## config.mk

```make
export PLATFORM = sky130hd
export DESIGN_NAME = ifmap_row_sender_flat
export DESIGN_NICKNAME = d
export VERILOG_FILES = /design/src/rtl/ifmap_row_sender_if.sv /design/src/rtl/ifmap_row_sender.sv /design/src/flat_wrapper.sv
export SDC_FILE = /design/constraint.sdc
export NUM_CORES = 1
export LEC_CHECK = 0
export BUFFER_PORTS_ARGS = -buffer_cell sky130_fd_sc_hd__buf_2
export CAP_MARGIN = 10
export CORE_MARGIN = 2
export CORE_UTILIZATION = 25
export DETAILED_ROUTE_END_ITERATION = 16
export PLACE_DENSITY = 0.52
export SLEW_MARGIN = 25
export SYNTH_ARGS = -nofsm -noshare
export SYNTH_HDL_FRONTEND = slang
export SYNTH_SLANG_ARGS = --single-unit
export TNS_END_PERCENT = 20
```

## constraint.sdc

```tcl
create_clock -name clk -period 7.2 [get_ports clk]
set_input_delay 0.72 -clock clk [delete_from_list [all_inputs] [get_ports clk]]
set_output_delay 0.72 -clock clk [all_outputs]
set_load 0.02 [all_outputs]
```

## src/rtl/ifmap_row_sender_if.sv

```systemverilog
// Bundle of the control, upstream and ifmap-buffer signals of the row sender.
// The sender drives through the master modport; the environment uses slave.
interface ifmap_row_sender_if #(
  parameter int DATA_WIDTH = 16,
  parameter int LEN_WIDTH  = 5,
  parameter int OUT_WIDTH  = DATA_WIDTH + 2
);
  logic                  start;
  logic [LEN_WIDTH-1:0]  row_len;
  logic [LEN_WIDTH-1:0]  flush_len;
  logic                  flush_en;
  logic [DATA_WIDTH-1:0] src_data;
  logic                  src_valid;
  logic                  src_ready;
  logic [OUT_WIDTH-1:0]  buf_in;
  logic                  buf_wen;
  logic                  buf_ready;
  logic                  busy;
  logic                  done;

  modport master (
    input  start, row_len, flush_len, flush_en, src_data, src_valid, buf_ready,
    output src_ready, buf_in, buf_wen, busy, done
  );

  modport slave (
    output start, row_len, flush_len, flush_en, src_data, src_valid, buf_ready,
    input  src_ready, buf_in, buf_wen, busy, done
  );
endinterface

```

## src/rtl/ifmap_row_sender.sv

```systemverilog
// Streams one ifmap row (plus an optional zero flush row) into the ifmap buffer,
// tagging first/last words of each sub-row through a single registered output stage.
module ifmap_row_sender #(
  parameter int DATA_WIDTH = 16,
  parameter int LEN_WIDTH  = 5,
  parameter int OUT_WIDTH  = DATA_WIDTH + 2
) (
  input logic               clk,
  input logic               reset_n,
  ifmap_row_sender_if.master bus
);
  localparam logic [1:0] IDLE  = 2'd0;
  localparam logic [1:0] ROW   = 2'd1;
  localparam logic [1:0] FLUSH = 2'd2;
  localparam logic [1:0] FIN   = 2'd3;
  localparam logic [LEN_WIDTH-1:0] LEN_ONE = {{(LEN_WIDTH-1){1'b0}}, 1'b1};

  logic [1:0]            state_reg, state_next;
  logic [LEN_WIDTH-1:0]  row_len_reg, flush_len_reg;
  logic                  flush_en_reg;
  logic [LEN_WIDTH-1:0]  load_cnt_reg, beat_cnt_reg;
  logic [OUT_WIDTH-1:0]  buf_in_reg;
  logic                  buf_wen_reg;

  logic                  in_sub_row;
  logic [LEN_WIDTH-1:0]  cur_len, last_idx;
  logic                  beat, stage_free, can_load, load, sub_last, flush_after_row;
  logic [DATA_WIDTH-1:0] load_data;
  logic [1:0]            load_tag;

  // Row and flush share the counters and the output stage; only the length differs.
  always_comb begin
    in_sub_row      = (state_reg == ROW) || (state_reg == FLUSH);
    cur_len         = (state_reg == FLUSH) ? flush_len_reg : row_len_reg;
    last_idx        = cur_len - LEN_ONE;
    beat            = buf_wen_reg && bus.buf_ready;
    stage_free      = !buf_wen_reg || bus.buf_ready;
    can_load        = in_sub_row && (load_cnt_reg < cur_len) && stage_free;
    load            = (state_reg == ROW) ? (can_load && bus.src_valid) : can_load;
    load_data       = (state_reg == ROW) ? bus.src_data : '0;
    load_tag        = {load_cnt_reg == '0, load_cnt_reg == last_idx};
    sub_last        = beat && (beat_cnt_reg == last_idx);
    flush_after_row = flush_en_reg && (flush_len_reg != '0);
  end

  always_comb begin
    state_next = state_reg;
    case (state_reg)
      IDLE: begin
        if (bus.start) begin
          if (bus.row_len != '0)
            state_next = ROW;
          else if (bus.flush_en && (bus.flush_len != '0))
            state_next = FLUSH;
          else
            state_next = FIN;
        end
      end
      ROW:     if (sub_last) state_next = flush_after_row ? FLUSH : FIN;
      FLUSH:   if (sub_last) state_next = FIN;
      default: state_next = IDLE;
    endcase
  end

  always_ff @(posedge clk or negedge reset_n) begin
    if (!reset_n) begin
      state_reg     <= IDLE;
      row_len_reg   <= '0;
      flush_len_reg <= '0;
      flush_en_reg  <= 1'b0;
      load_cnt_reg  <= '0;
      beat_cnt_reg  <= '0;
      buf_in_reg    <= '0;
      buf_wen_reg   <= 1'b0;
    end else begin
      state_reg <= state_next;
      if ((state_reg == IDLE) && bus.start) begin
        row_len_reg   <= bus.row_len;
        flush_len_reg <= bus.flush_len;
        flush_en_reg  <= bus.flush_en;
      end
      if (state_next != state_reg) begin
        load_cnt_reg <= '0;
        beat_cnt_reg <= '0;
      end else begin
        if (load) load_cnt_reg <= load_cnt_reg + LEN_ONE;
        if (beat) beat_cnt_reg <= beat_cnt_reg + LEN_ONE;
      end
      // A load in the same cycle as a beat replaces the word; otherwise a beat empties the stage.
      if (load) begin
        buf_in_reg  <= {load_tag, load_data};
        buf_wen_reg <= 1'b1;
      end else if (beat) begin
        buf_wen_reg <= 1'b0;
      end
    end
  end

  assign bus.src_ready = (state_reg == ROW) && can_load;
  assign bus.buf_in    = buf_in_reg;
  assign bus.buf_wen   = buf_wen_reg;
  assign bus.busy      = (state_reg != IDLE);
  assign bus.done      = (state_reg == FIN);
endmodule

```

## src/flat_wrapper.sv

```systemverilog
// flat-port wrapper written by rule: the top's interface ports become plain ports
module ifmap_row_sender_flat 
#(
  parameter int DATA_WIDTH = 16,
  parameter int LEN_WIDTH  = 5,
  parameter int OUT_WIDTH  = DATA_WIDTH + 2
)
  (clk, reset_n, bus_start, bus_row_len, bus_flush_len, bus_flush_en, bus_src_data, bus_src_valid, bus_buf_ready, bus_src_ready, bus_buf_in, bus_buf_wen, bus_busy, bus_done);
  ifmap_row_sender_if #(.DATA_WIDTH(DATA_WIDTH), .LEN_WIDTH(LEN_WIDTH), .OUT_WIDTH(OUT_WIDTH)) bus_i ();
  input logic clk;
  input logic reset_n;
  input wire logic [$bits(bus_i.start)-1:0] bus_start;
  input wire logic [$bits(bus_i.row_len)-1:0] bus_row_len;
  input wire logic [$bits(bus_i.flush_len)-1:0] bus_flush_len;
  input wire logic [$bits(bus_i.flush_en)-1:0] bus_flush_en;
  input wire logic [$bits(bus_i.src_data)-1:0] bus_src_data;
  input wire logic [$bits(bus_i.src_valid)-1:0] bus_src_valid;
  input wire logic [$bits(bus_i.buf_ready)-1:0] bus_buf_ready;
  output wire logic [$bits(bus_i.src_ready)-1:0] bus_src_ready;
  output wire logic [$bits(bus_i.buf_in)-1:0] bus_buf_in;
  output wire logic [$bits(bus_i.buf_wen)-1:0] bus_buf_wen;
  output wire logic [$bits(bus_i.busy)-1:0] bus_busy;
  output wire logic [$bits(bus_i.done)-1:0] bus_done;
  assign bus_i.start = bus_start;
  assign bus_i.row_len = bus_row_len;
  assign bus_i.flush_len = bus_flush_len;
  assign bus_i.flush_en = bus_flush_en;
  assign bus_i.src_data = bus_src_data;
  assign bus_i.src_valid = bus_src_valid;
  assign bus_i.buf_ready = bus_buf_ready;
  assign bus_src_ready = bus_i.src_ready;
  assign bus_buf_in = bus_i.buf_in;
  assign bus_buf_wen = bus_i.buf_wen;
  assign bus_busy = bus_i.busy;
  assign bus_done = bus_i.done;
  ifmap_row_sender #(.DATA_WIDTH(DATA_WIDTH), .LEN_WIDTH(LEN_WIDTH), .OUT_WIDTH(OUT_WIDTH)) u_core (.clk(clk), .reset_n(reset_n), .bus(bus_i));
endmodule
```

==> out/results.tsv, run 1 <==
stage	metric	value	unit
routing	number of detailed-route iterations in the first pass	4	
clock_network	CTS sink cnt	42	
worst_setup_path	worst reg2reg path depth	10	
routing	Antenna Nets Post-Route	0	
worst_setup_path	worst-path fanout max	10	
worst_setup_path	CP Launch Type	flip-flop	
clock_network	total CTS buffers	5	
global_routing	largest net degree at the start of global routing	43	
run_status	status	complete, no violations	
timing	worst-case hold slack	0.398	ns
final_layout	commonest non-fill, non-tap cells in the layout	buf_2, dfrtp_1, nor2_1	
placed_design	routability cong.	0.753	
pwr	leakage power	1.32	nW
final_layout	share of cells above drive strength 1	30.9	%
floorplanning	standard-cell row count	35	
final_layout	max reg flops	18	
clock_network	CTS max path bufs	2	
yosys	Cell variety after synth	44	
yosys	Seq/Total Area, Yosys	44.8	%
yosys	most area-hungry cell type in the Yosys netlist	dfrtp_1	
yosys	Async SR Flop Fraction	100	%
pwr	worst ir drop on vdd	0.166	mV
timing	max-slew violation count	0	
final_layout	P&R area growth vs syn	19.3	%
final_layout	commonest non-fill, non-tap cell in the layout	buf_2	
floorplanning	die area	0.0102	sq mm
worst_hold_path	hold crit path type	in2async	
yosys	Ys Warns	0	
routing	Initial DRC Count	58	
routing	routed vias	1726	
pwr	Seq pwr share	33.1	%
timing	Fmax	0.265	GHz
yosys	Main synth FF type	dfrtp_1	
pwr	Pwr Total	1.25	mW
yosys	Synth top area share	44.8	%
worst_setup_path	r2r startpoint	u_core.state_reg[0]	
yosys	post-synthesis cell area	0.00234	sq mm
worst_setup_path	critical path class	reg2out	
floorplanning	Core ar.	0.00915	sq mm
yosys	post-synthesis net count	252	
clock_network	Hold-fix buffers, CTS	0	
final_layout	fill count	937	
placed_design	port bufs	53	
clock_network	post-CTS sizing	0	
pwr	combinational fraction of design power	55.0	%
pwr	power per cell area	448	mW/mm^2
floorplanning	Die X-Extent	101	microns
worst_setup_path	Critical Path AT	3.06	ns
pwr	NetSw	0.543	mW
timing	final setup skew	0.00779	ns
routing	Remaining DRCs	0	
pwr	cell-internal power	0.709	mW
floorplanning	IO Pins	54	
routing	DR vias/cell	4.66	
clock_network	H-tree lvl count	2	
clock_network	Setup Fix Bufs, Post-CTS	0	
clock_network	Worst-path clk slew	0.08	ns
floorplanning	starting density of the core	25.6	%
yosys	Syn Inst Count	207	
clock_network	CTS tree	yes	
global_routing	first-pass GRT wire length	8990	microns
timing	Worst-Margin Slew	0.931	ns
timing	worst setup margin	3.42	ns
global_routing	Total GRT Usage	11.1	%
yosys	Syn Area/Cell	11.3	sq um
yosys	most area-consuming cells after synthesis	dfrtp_1, ha_1, a22o_1, mux2_2, xnor2_1	
timing	Max-slew headroom	37.7	%
timing	Setup TNS Final	0	ns
yosys	#FFs+latches synth	42	
timing	RSZ-0062 raised after global routing	false	
worst_setup_path	Worst R2R Setup Slack	3.49	ns
clock_network	CTS root buf	clkbuf_8	
timing	final period utilization	52.5	%
worst_setup_path	Worst Path Required	6.48	ns
timing	setup-violating endpoint count in the final report	0	
pwr	Clk pwr share	11.9	%
placed_design	dpl hpwl	3840	microns
worst_setup_path	R2R Path End	u_core.load_cnt_reg[1]	
worst_setup_path	crit end category	primary output	
global_routing	GR Overflow Total	0	
clock_network	Worst-Skew Late Latency	0.29	ns
placed_design	worst slack at placement	3.47	ns
yosys	number of flops mapped to enable cells by yosys	0	
job	max cap viols	0	
global_routing	vias in the first global route	1828	
final_layout	ANT cells	0	
timing	fin crit period	3.78	ns
global_routing	antenna violations before repair	0	
timing	Hold Fails Final Rpt	0	
pwr	Sw Share	43.4	%
routing	final wirelength	5060	microns
floorplanning	chip height	101	microns
final_layout	nets	305	
routing	wire per inst	13.7	microns
-- Yosys cell counts, types with 3 or more instances --
cell type  number
clkbuf_1        4
a22o_1         16
ha_1           13
xnor2_1        14
dfrtp_1        42
o21ai_0         4
inv_1          10
nand2_1         6
nor2_1         19
nand3_1         6
xor2_1          5
nor3_1          7
mux2_2         11
nand4_1         3
and2_1          4
nand2b_1        5
mux2i_1         3
-- cell type report --
cell class                      count  area, sq um  area share [%]
Clock buffer                        6         82.6            2.95
Inverter                           10         37.5            1.34
Multi-Input combinational cell    148         1220            43.6
Sequential cell                    42         1050            37.6
Tap cell                          111          139            4.96
Timing Repair Buffer               53          268            9.57
-- through the flow --
step           cell area, sq um  cells  util (%)
4_1_cts                    2800    370      30.5
6_report                   2800    370      30.6
3_3_place_gp               2710    364      29.6
5_1_grt                    2800    370      30.6
3_5_place_dp               2710    364      29.6
2_1_floorplan              2340    207         -
-- logic make-up after synthesis --
kind of cell | after synthesis | share of synthesized area, %
fa+ha+maj | 13 | 6.94
mux | 17 | 9.07
simple gates | 59 | 13.5
compound gates | 38 | 13.8
xor+xnor | 21 | 8.75
buf+inv | 17 | 3.15
flops | 42 | 44.8
-- how the worst max path moves through the flow --
stage                                   start                      to  slack [ns]  depth (start not counted)
final                     u_core.state_reg[0]           bus_src_ready        3.42                          9
after global routing      u_core.state_reg[0]           bus_src_ready        3.10                          9
after floorplan           u_core.state_reg[0]  u_core.beat_cnt_reg[0]        4.20                         11
after detailed placement  u_core.state_reg[0]  u_core.load_cnt_reg[1]        3.47                         10
after CTS                 u_core.state_reg[0]           bus_src_ready        3.41                          9
after global placement    u_core.state_reg[0]  u_core.load_cnt_reg[1]        3.52                         10
-- power groups by stage --
stage,combinational (mW),sequential (mW),clock (mW)
2_1_floorplan,0.470,0.468,0
3_3_place_gp,0.690,0.421,0
3_5_place_dp,0.700,0.415,0
4_1_cts,0.700,0.415,0.156
5_1_grt,0.773,0.429,0.166
6_report,0.689,0.414,0.150
-- worst max-delay path, cell delays in order (launching register included) --
cell	delay, ns
dfrtp_1	0.42
inv_1	0.21
ha_1	0.56
mux2i_1	0.51
inv_1	0.09
ha_1	0.20
nand3b_1	0.17
a31oi_2	0.30
nor2_1	0.12
buf_2	0.17
-- layer usage --
| layer | share of wire (%) | GRT usage (%) | routed length, microns |
|---|---|---|---|
| met1 | 47 | 14.8 | 2380 |
| met2 | 46 | 17.8 | 2340 |
| met3 | 5.2 | 2.57 | 263 |
| met4 | 1.5 | 3.90 | 76 |
| met5 | 0 | 0 | 0 |
(Power assumes the default switching activity.)
==> inputs of run 2 (changes only) <==
==> constraint.sdc (replaced) <==
create_clock -name clk -period 3.9 [get_ports clk]
set_input_delay 0.39 -clock clk [delete_from_list [all_inputs] [get_ports clk]]
set_output_delay 0.39 -clock clk [all_outputs]
set_load 0.02 [all_outputs]
==> run 2 against run 1 <==
First-iteration DRC count increased by 16%. Via count decreased by 0.46%. Non-clock buffer count increased by 2.
==> out/results.tsv, run 2 (synthesized netlist as in run 1, its figures left out) <==
stage	metric	value	unit	change
pwr	combinational fraction of design power	55.0	%	about the same
global_routing	largest net degree at the start of global routing	43		unchanged
timing	Hold Fails Final Rpt	0		unchanged
placed_design	dpl cells	366		+0.55%
run_status	status	complete, no violations		
clock_network	Worst-path clk slew	0.09	ns	about the same
routing	routed vias	1718		-0.46%
timing	final setup skew	0.0116	ns	+0.00376 ns
floorplanning	starting density of the core	25.6	%	unchanged
clock_network	CTS root buf	clkbuf_8		
timing	final period utilization	90.1	%	
placed_design	worst slack at placement	0.422	ns	-3.05 ns
floorplanning	IO Pins	54		unchanged
worst_setup_path	CP Launch Type	flip-flop		
timing	Worst-Margin Slew	0.544	ns	-0.387 ns
pwr	power per cell area	833	mW/mm^2	+86%
floorplanning	standard-cell row count	35		unchanged
worst_setup_path	worst reg2reg path depth	10		unchanged
pwr	NetSw	1.03	mW	+89%
worst_setup_path	crit end category	flip-flop		
final_layout	ANT cells	0		unchanged
timing	Setup TNS Final	0	ns	unchanged
routing	wire per inst	13.7	microns	about the same
worst_setup_path	Worst Path Required	4.07	ns	-2.41 ns
timing	worst setup margin	0.386	ns	-3.03 ns
global_routing	antenna violations before repair	0		unchanged
global_routing	Total GRT Usage	10.9	%	-0.25 points
global_routing	GR Overflow Total	0		unchanged
worst_setup_path	worst-path fanout max	10		unchanged
placed_design	port bufs	53		unchanged
global_routing	first-pass GRT wire length	8860	microns	-1.5%
final_layout	Sequential Area	0.00105	sq mm	unchanged
clock_network	CTS max path bufs	2		unchanged
placed_design	dpl hpwl	3920	microns	+2.0%
worst_setup_path	Critical Path AT	3.68	ns	+0.62 ns
routing	Antenna Nets Post-Route	0		unchanged
final_layout	Multi-input gate area	0.00122	sq mm	unchanged
worst_setup_path	R2R Path End	u_core.load_cnt_reg[1]		
routing	number of detailed-route iterations in the first pass	5		+1
timing	fin crit period	3.51	ns	
final_layout	nets	307		+0.66%
final_layout	Layout Utilization	30.9	%	+0.30 points
final_layout	final cell count without fillers	374		+1.1%
clock_network	CTS tree	yes		
final_layout	commonest non-fill, non-tap cell in the layout	buf_2		
timing	worst-case hold slack	0.0659	ns	-0.333 ns
routing	Initial DRC Count	67		+16%
floorplanning	Core ar.	0.00915	sq mm	unchanged
routing	final wirelength	5120	microns	+1.1%
routing	Remaining DRCs	0		unchanged
timing	Max-slew headroom	63.7	%	+26 points
placed_design	DP Area	0.00273	sq mm	+0.55%
pwr	Sw Share	43.6	%	+0.26 points
clock_network	Hold-fix buffers, CTS	0		unchanged
clock_network	CTS sink cnt	42		unchanged
global_routing	vias in the first global route	1863		+1.9%
timing	max-slew violation count	0		unchanged
final_layout	Final Instance Area	0.00283	sq mm	+0.98%
placed_design	routability cong.	0.763		+1.3%
pwr	Pwr Total	2.35	mW	+88%
timing	Fmax	0.285	GHz	
final_layout	share of cells above drive strength 1	31.9	%	+1.1 points
pwr	leakage power	1.33	nW	+1.1%
clock_network	Setup Fix Bufs, Post-CTS	0		unchanged
final_layout	fill count	939		+0.21%
timing	RSZ-0062 raised after global routing	false		
final_layout	commonest non-fill, non-tap cells in the layout	buf_2, dfrtp_1, nor2_1		
worst_hold_path	hold crit path type	in2async		
floorplanning	die area	0.0102	sq mm	unchanged
final_layout	max reg flops	18		unchanged
clock_network	Worst-Skew Late Latency	0.30	ns	about the same
worst_setup_path	Worst R2R Setup Slack	0.39	ns	-3.10 ns
worst_setup_path	critical path class	reg2reg		
final_layout	P&R area growth vs syn	20.5	%	
routing	DR vias/cell	4.59		-1.5%
clock_network	post-CTS sizing	0		unchanged
timing	setup-violating endpoint count in the final report	0		unchanged
clock_network	total CTS buffers	5		unchanged
clock_network	H-tree lvl count	2		unchanged
pwr	Seq pwr share	32.6	%	-0.5 points
pwr	worst ir drop on vdd	0.341	mV	+110%
floorplanning	Die X-Extent	101	microns	unchanged
pwr	cell-internal power	1.33	mW	+87%
pwr	Clk pwr share	12.5	%	+0.6 points
worst_setup_path	r2r startpoint	u_core.state_reg[0]		
floorplanning	chip height	101	microns	unchanged
job	max cap viols	0		unchanged
## run 2: cell count changes in the layout (fill, tap and decap cells not counted), sizes merged
| cell | before | now |
|---|---|---|
| buf | 53 | 55 |
| clkinvlp | 0 | 1 |
| clkinv | 0 | 1 |
## run 2: critical path: stages, from the launching register on
cell and delay (ns):
dfrtp_1 0.44, inv_1 0.23, ha_1 0.45, mux2i_1 0.44, ha_1 0.28, nor4b_1 0.27, a31o_1 0.19, xnor3_1 0.21
or4_4 0.46, o21ai_4 0.34, a211oi_2 0.08
## run 2: layout make-up
cell class	instances	area share (%)
clock buffer	6	2.92
tap	111	4.92
multi-input combinational	148	43.2
sequential	42	37.2
clock inverter	2	0.443
timing repair buffer	55	10.0
inverter	10	1.33
## run 2: worst max path at each step
| stage | startpoint | endpoint | slack (ns) | depth (start not counted) |
|---|---|---|---|---|
| after global placement | u_core.state_reg[0] | u_core.load_cnt_reg[3] | 0.55 | 10 |
| after detailed placement | u_core.state_reg[0] | u_core.load_cnt_reg[1] | 0.42 | 10 |
| after CTS | u_core.state_reg[0] | u_core.load_cnt_reg[1] | 0.39 | 10 |
| after floorplan | u_core.state_reg[0] | u_core.beat_cnt_reg[0] | 0.90 | 11 |
| final | u_core.state_reg[0] | u_core.load_cnt_reg[1] | 0.39 | 10 |
| after global routing | u_core.state_reg[0] | u_core.beat_cnt_reg[4] | 0.15 | 10 |
## run 2: layer usage
metal / vias up / track usage, % / wire [microns]
met2: 45 / 18.6 / 2440
met5: - / 0 / 0
met3: 7 / 2.08 / 217
li1: 848 / - / -
met1: 818 / 13.7 / 2390
met4: 0 / 3.90 / 76
## run 2: power by group through the flow
stage                     Combinational [mW]  Clock (mW)  Sequential (mW)
after floorplan                        0.868           0            0.864
after global placement                  1.29           0            0.778
after CTS                               1.31       0.304            0.770
final                                   1.29       0.294            0.766
after detailed placement                1.31           0            0.770
after global routing                    1.42       0.322            0.798
